==> src/rtl/booth_pkg.sv <==
// booth_pkg: shared definitions for the radix-2 Booth multiplier controller.
//   N        - operand width; the datapath counter loads this value on ldC
//   ALU_*    - add_sub encodings presented to the datapath ALU
//   state_t  - controller state encoding
//   ctrl_t   - bundle of every strobe the controller drives
//   decode() - Moore output decode for one state
package booth_pkg;

  localparam int unsigned N = 4;

  localparam logic ALU_ADD = 1'b1;
  localparam logic ALU_SUB = 1'b0;

  typedef enum logic [3:0] {
    IDLE   = 4'd0,
    LOAD   = 4'd1,
    WAIT   = 4'd2,
    CHECK  = 4'd3,
    ADD    = 4'd4,
    SUB    = 4'd5,
    SHIFT  = 4'd6,
    SETTLE = 4'd7,
    DONE   = 4'd8
  } state_t;

  typedef struct packed {
    logic ldA;
    logic clrA;
    logic sftA;
    logic ldQ;
    logic clrQ;
    logic sftQ;
    logic ldM;
    logic clrff;
    logic enf;
    logic add_sub;
    logic ldC;
    logic dec;
    logic busy;
    logic done;
  } ctrl_t;

  function automatic ctrl_t decode(input state_t s);
    ctrl_t c;
    c         = '0;
    c.add_sub = ALU_SUB;
    case (s)
      LOAD: begin
        c.ldQ   = 1'b1;
        c.ldM   = 1'b1;
        c.clrA  = 1'b1;
        c.clrff = 1'b1;
        c.ldC   = 1'b1;
        c.busy  = 1'b1;
      end
      WAIT, CHECK, SETTLE: c.busy = 1'b1;
      ADD: begin
        c.ldA     = 1'b1;
        c.add_sub = ALU_ADD;
        c.busy    = 1'b1;
      end
      SUB: begin
        c.ldA     = 1'b1;
        c.add_sub = ALU_SUB;
        c.busy    = 1'b1;
      end
      SHIFT: begin
        c.sftA = 1'b1;
        c.sftQ = 1'b1;
        c.enf  = 1'b1;
        c.dec  = 1'b1;
        c.busy = 1'b1;
      end
      DONE:    c.done = 1'b1;
      default: ;
    endcase
    return c;
  endfunction

endpackage

==> src/rtl/booth_controller.sv <==
// booth_controller: Moore FSM sequencing a radix-2 Booth multiplier datapath.
// Ports:
//   clk, rst            - clock (rising edge), asynchronous active-high reset
//   start               - multiply request, sampled only in IDLE
//   q0, qm1, eqz        - registered Q[0], Q-1 flop, counter==0 from datapath
//   ldA/clrA/sftA       - A register load / clear / arithmetic right shift
//   ldQ/clrQ/sftQ       - Q register load / clear / shift
//   ldM                 - M register load
//   clrff/enf           - Q-1 flop clear / capture enable
//   add_sub             - ALU op, 1 = A+M, 0 = A-M
//   ldC/dec             - counter load N / decrement
//   busy                - high in every state except IDLE and DONE
//   done                - one-cycle completion pulse
module booth_controller
  import booth_pkg::*;
(
  input  logic clk,
  input  logic rst,
  input  logic start,
  input  logic q0,
  input  logic qm1,
  input  logic eqz,
  output logic ldA,
  output logic clrA,
  output logic sftA,
  output logic ldQ,
  output logic clrQ,
  output logic sftQ,
  output logic ldM,
  output logic clrff,
  output logic enf,
  output logic add_sub,
  output logic ldC,
  output logic dec,
  output logic busy,
  output logic done
);

  state_t r_state;
  state_t w_next;
  ctrl_t  r_ctrl;

  always_comb begin
    w_next = r_state;
    case (r_state)
      IDLE:   if (start) w_next = LOAD;
      LOAD:   w_next = WAIT;
      WAIT:   w_next = CHECK;
      CHECK: begin
        case ({q0, qm1})
          2'b10:   w_next = SUB;
          2'b01:   w_next = ADD;
          default: w_next = SHIFT;
        endcase
      end
      ADD:    w_next = SHIFT;
      SUB:    w_next = SHIFT;
      SHIFT:  w_next = SETTLE;
      SETTLE: w_next = eqz ? DONE : CHECK;
      DONE:   w_next = IDLE;
      default: w_next = IDLE;
    endcase
  end

  // Strobes are registered from the decode of the next state, so they track
  // the current state exactly (Moore) while coming straight out of flops;
  // the async reset clears them together with the state.
  always_ff @(posedge clk or posedge rst) begin
    if (rst) begin
      r_state <= IDLE;
      r_ctrl  <= '0;
    end else begin
      r_state <= w_next;
      r_ctrl  <= decode(w_next);
    end
  end

  assign ldA     = r_ctrl.ldA;
  assign clrA    = r_ctrl.clrA;
  assign sftA    = r_ctrl.sftA;
  assign ldQ     = r_ctrl.ldQ;
  assign clrQ    = r_ctrl.clrQ;
  assign sftQ    = r_ctrl.sftQ;
  assign ldM     = r_ctrl.ldM;
  assign clrff   = r_ctrl.clrff;
  assign enf     = r_ctrl.enf;
  assign add_sub = r_ctrl.add_sub;
  assign ldC     = r_ctrl.ldC;
  assign dec     = r_ctrl.dec;
  assign busy    = r_ctrl.busy;
  assign done    = r_ctrl.done;

endmodule

==> config.mk <==
export PLATFORM = sky130hd
export DESIGN_NAME = booth_controller
export DESIGN_NICKNAME = d
export VERILOG_FILES = /design/src/rtl/booth_pkg.sv /design/src/rtl/booth_controller.sv
export SDC_FILE = /design/constraint.sdc
export NUM_CORES = 1
export LEC_CHECK = 0
export ABC_AREA = 1
export CORE_AREA = 4 4 41 43
export CTS_BUF_LIST = sky130_fd_sc_hd__clkbuf_4 sky130_fd_sc_hd__clkbuf_8
export CTS_CLUSTER_DIAMETER = 200
export DETAILED_ROUTE_END_ITERATION = 10
export DIE_AREA = 0 0 45 47
export PLACE_DENSITY = 0.72
export SLEW_MARGIN = 15
export SYNTH_ARGS = -nofsm -noshare
export SYNTH_HDL_FRONTEND = slang
export SYNTH_SLANG_ARGS = --single-unit
==> constraint.sdc <==
create_clock -name clk -period 1.4 [get_ports clk]
set_input_delay 0.28 -clock clk [delete_from_list [all_inputs] [get_ports clk]]
set_output_delay 0.28 -clock clk [all_outputs]
set_load 0.05 [all_outputs]
Word level (Yosys, flattened, before mapping)
Index checks and enable logic that the tools add are counted.

Equal/unequal tests: 17. Muxes and demuxes: 11. Reductions and logical operators: 4.

Operators with widths (number): 4-bit by 3-bit == test with 1-bit output (second input constant) (8); 4-bit case mux with 7 select lines (1); 4-bit by 2-bit == test with 1-bit output (second input constant) (4); 4-bit by 1-bit == test with 1-bit output (second input constant) (2); 4-bit 2-to-1 mux (2); 7-bit OR reduction (1); 1-bit 2-to-1 mux (6); 4-bit == test (second input constant) (1); 4-bit zero test (1); 2-bit case mux with 2 select lines (1); 2-bit OR reduction (2); 2-bit by 1-bit == test with 1-bit output (second input constant) (1); 2-bit == test (second input constant) (1); 2-bit 2-to-1 mux (1).

Bits in registers: 12. Input bits: 6. Output and inout bits: 14. Word-level logic and storage cells: 41.

Longest topological paths before layout
Gate-level depths: netlist of the first run.

Depth after elaboration: 6. Mapped depth: 8. Depth with buffers taken out: 8.

Least setup slack after synthesis of the first run
No wires, ideal clock.

Kind: register -> output. Start: register, netlist name ldC. End: output clrff. Arrival: 0.941 ns. Data required time: 1.120 ns. Path slack: 0.179 ns. Stages on the path, launching flop included: 2. Buffers on the path: 1. Path through: dfrtp_1 buf_4.

RTL lines: to (decl) (RTL line booth_controller.sv:30) `output logic clrff,`.

==> results.cfg, run 1 <==
[synthesis]
async_flop_share = 1.00
synth_fp_nets = 68
syn_inst = 61
ys_warn_count = 0
ys_seq_area_frac = 0.456
synthDistinctLibCells = 19
syn_area_per_cell_um2 = 9.00
synth_edf_count = 0
ys_seq_elements = 10
synth_ff_type = dfrtp_1
netlist_area_um2 = 549

[cts]
clock_sink_count = 10
hold_buffers = 0
cts_max_path_buffers = 2
clk_pin_slew_ps = 70
cts_tree = built
insertion_delay_ps = 270
h-tree-depth = 1
postCtsSetupBuffers = 0
numCtsBuffers = 3
cts_root_buf = clkbuf_4

[run]
maxCapViolCount = 0

[power_and_ir_drop]
vdd_drop_max_mv = 1.32
leakagePower_nw = 0.424
power_density_nw_per_um2 = 2440

[critical_path]
critical_path_buf_inv_count = 1
max_stage_delay_ps = 610
crit_chain = buf_12
worstSetupEndpointType = primary output
cpMaxStageDelayCell = dfrtp_1
cp_max_fo = 5
required_ps = 1120
worstPathArrival_ps = 1070
crit_family = flip-flops
critPathLaunchType = register
path_class = reg -> out

[placement]
place_area_um2 = 818
dp_hpwl_um = 757
io_buffers = 18
gp_congestion = 0.812

[grt]
antenna_found_initial = 0
grt.total_usage = 0.102
grt_pass1_wl_mm = 1.53
grt_max_degree = 11
grt.overflow.total = 0
grt_pass1_vias = 374

[drt]
drt-met1-wl_um = 327
num_vias = 415
routed_wl_um = 947
dr_wl_met2_um = 518
drt-vias-per-instance = 4.61
drt-initial-drc-count = 8
drc = 0
drt_first_pass_iters = 4
route.met3.wl_um = 77
top_layer = met4
wl_per_cell_um = 10.5
ant_nets = 0

[finish]
drive_gt1_frac = 0.453
stdcell_area_um2 = 860
layout_common_cells = buf_12 (13), dfrtp_1 (10), inv_1 (9)
final_common_cell = buf_12
antennaDiodeCount = 0
final_nets = 83
area_delta_synth_final_pct = 56.5
postLayoutCoreUtil = 0.661

[sta]
max_clock_freq_ghz = 0.739
clock_skew_ps = 5.08
min_period_over_period = 0.966
final-setup-viol-count = 0
drv_slew = 0
rsz0062_at_grt = no
hold_violations = 0
whs_ps = 281
period_minus_slack_ps = 1350

[floorplan]
ios = 20
core-area_um2 = 1300
rows = 13
die_w_um = 45
dieArea_um2 = 2120
initial_core_util = 0.422
die_h_um = 47

[run_status]
outcome = completed

[hold_path]
min_path_type = in -> async
-- area by class of cell --
type	instances	area [um^2]
Sequential cell	10	250
Timing Repair Buffer	18	310
Clock buffer	4	36.3
Inverter	13	48.8
Tap cell	15	18.8
Fill cell	102	442
Multi-Input combinational cell	30	195
-- cells in the mapped netlist (2+ instances only) --
cell type | instances | area (um^2)
nor2_2 | 3 | 18.8
nor4_1 | 2 | 12.5
nand3_2 | 3 | 30.0
nand3_1 | 2 | 10.0
dfrtp_1 | 10 | 250
inv_1 | 9 | 33.8
nor2_1 | 3 | 11.3
nand2_1 | 5 | 18.8
buf_4 | 8 | 60.1
inv_2 | 3 | 11.3
nand2_2 | 5 | 31.3
-- what timing repair did --
action / 4_1_cts / 5_1_grt
setup endpoints to repair: 0 / 1
resized for setup: 0 / 1
endpoints found under the hold margin: 0 / 0
-- cell families (layout without fill, tap and decap cells) --
group                    Yosys count  after routing  share of synthesized area
other                              1              1                    0.00683
buffers and inverters             21             35                      0.198
flip-flops                        10             10                      0.456
AND/OR/NAND/NOR                   26             26                      0.292
AO/OA/AOI/OAI                      2              2                     0.0251
adder cells (fa/ha/maj)            1              1                     0.0228
-- flip-flops by register name, indices dropped and copies added, names as in the netlist --
signal and count:
r_state 4, add_sub 1, done 1, ldA 1, dec 1, ldC 1, busy 1
-- path summary, 6_finish.rpt --
check                                          start                    to  slack [ps]  depth (start not counted)
worst min register to register  r_state[2]$_DFF_PP0_  r_state[3]$_DFF_PP0_         590                          2
worst max register to register  r_state[3]$_DFF_PP0_     add_sub$_DFF_PP0_         300                          6
worst max-delay path                   ldC$_DFF_PP0_                 clrff          50                          1
max in group asynchronous                        rst         ldA$_DFF_PP0_         840                          2
worst min-delay path                             rst        done$_DFF_PP0_         280                          2
min in group clk                               start         ldC$_DFF_PP0_         570                          3
-- per-layer routing --
metal | track usage | vias up
li1 | - | 205
met1 | 0.108 | 188
met2 | 0.184 | 19
met3 | 0.0383 | 3
met4 | 0.0351 | 0
met5 | 0 | -
-- where the power goes --
part           switching [mW]  internal [mW]
sequential              0.135          0.391
combinational           0.762          0.551
clock                   0.101          0.158
-- metrics by stage --
stage / std cells / setup slack (ps) / power, mW / setup TNS [ps]
CTS: 90 / 44.9 / 2.09 / 0
global route: 90 / 5.55 / 2.23 / 0
floorplan: 61 / 179 / 1.36 / 0
global placement: 86 / -154 / 1.81 / -451
detailed placement: 86 / -183 / 1.83 / -559
finish: 90 / 47.7 / 2.10 / 0
Power figures use the tool's default switching activity.
==> run 2, diff against run 1 <==
--- a/config.mk
+++ b/config.mk
@@ -12,7 +12,6 @@
 export DETAILED_ROUTE_END_ITERATION = 10
 export DIE_AREA = 0 0 45 47
 export PLACE_DENSITY = 0.72
-export SLEW_MARGIN = 15
 export SYNTH_ARGS = -nofsm -noshare
 export SYNTH_HDL_FRONTEND = slang
 export SYNTH_SLANG_ARGS = --single-unit
==> results of run 2 <==
Same layout as run 1: the final DEF is identical, and so are final timing and power.
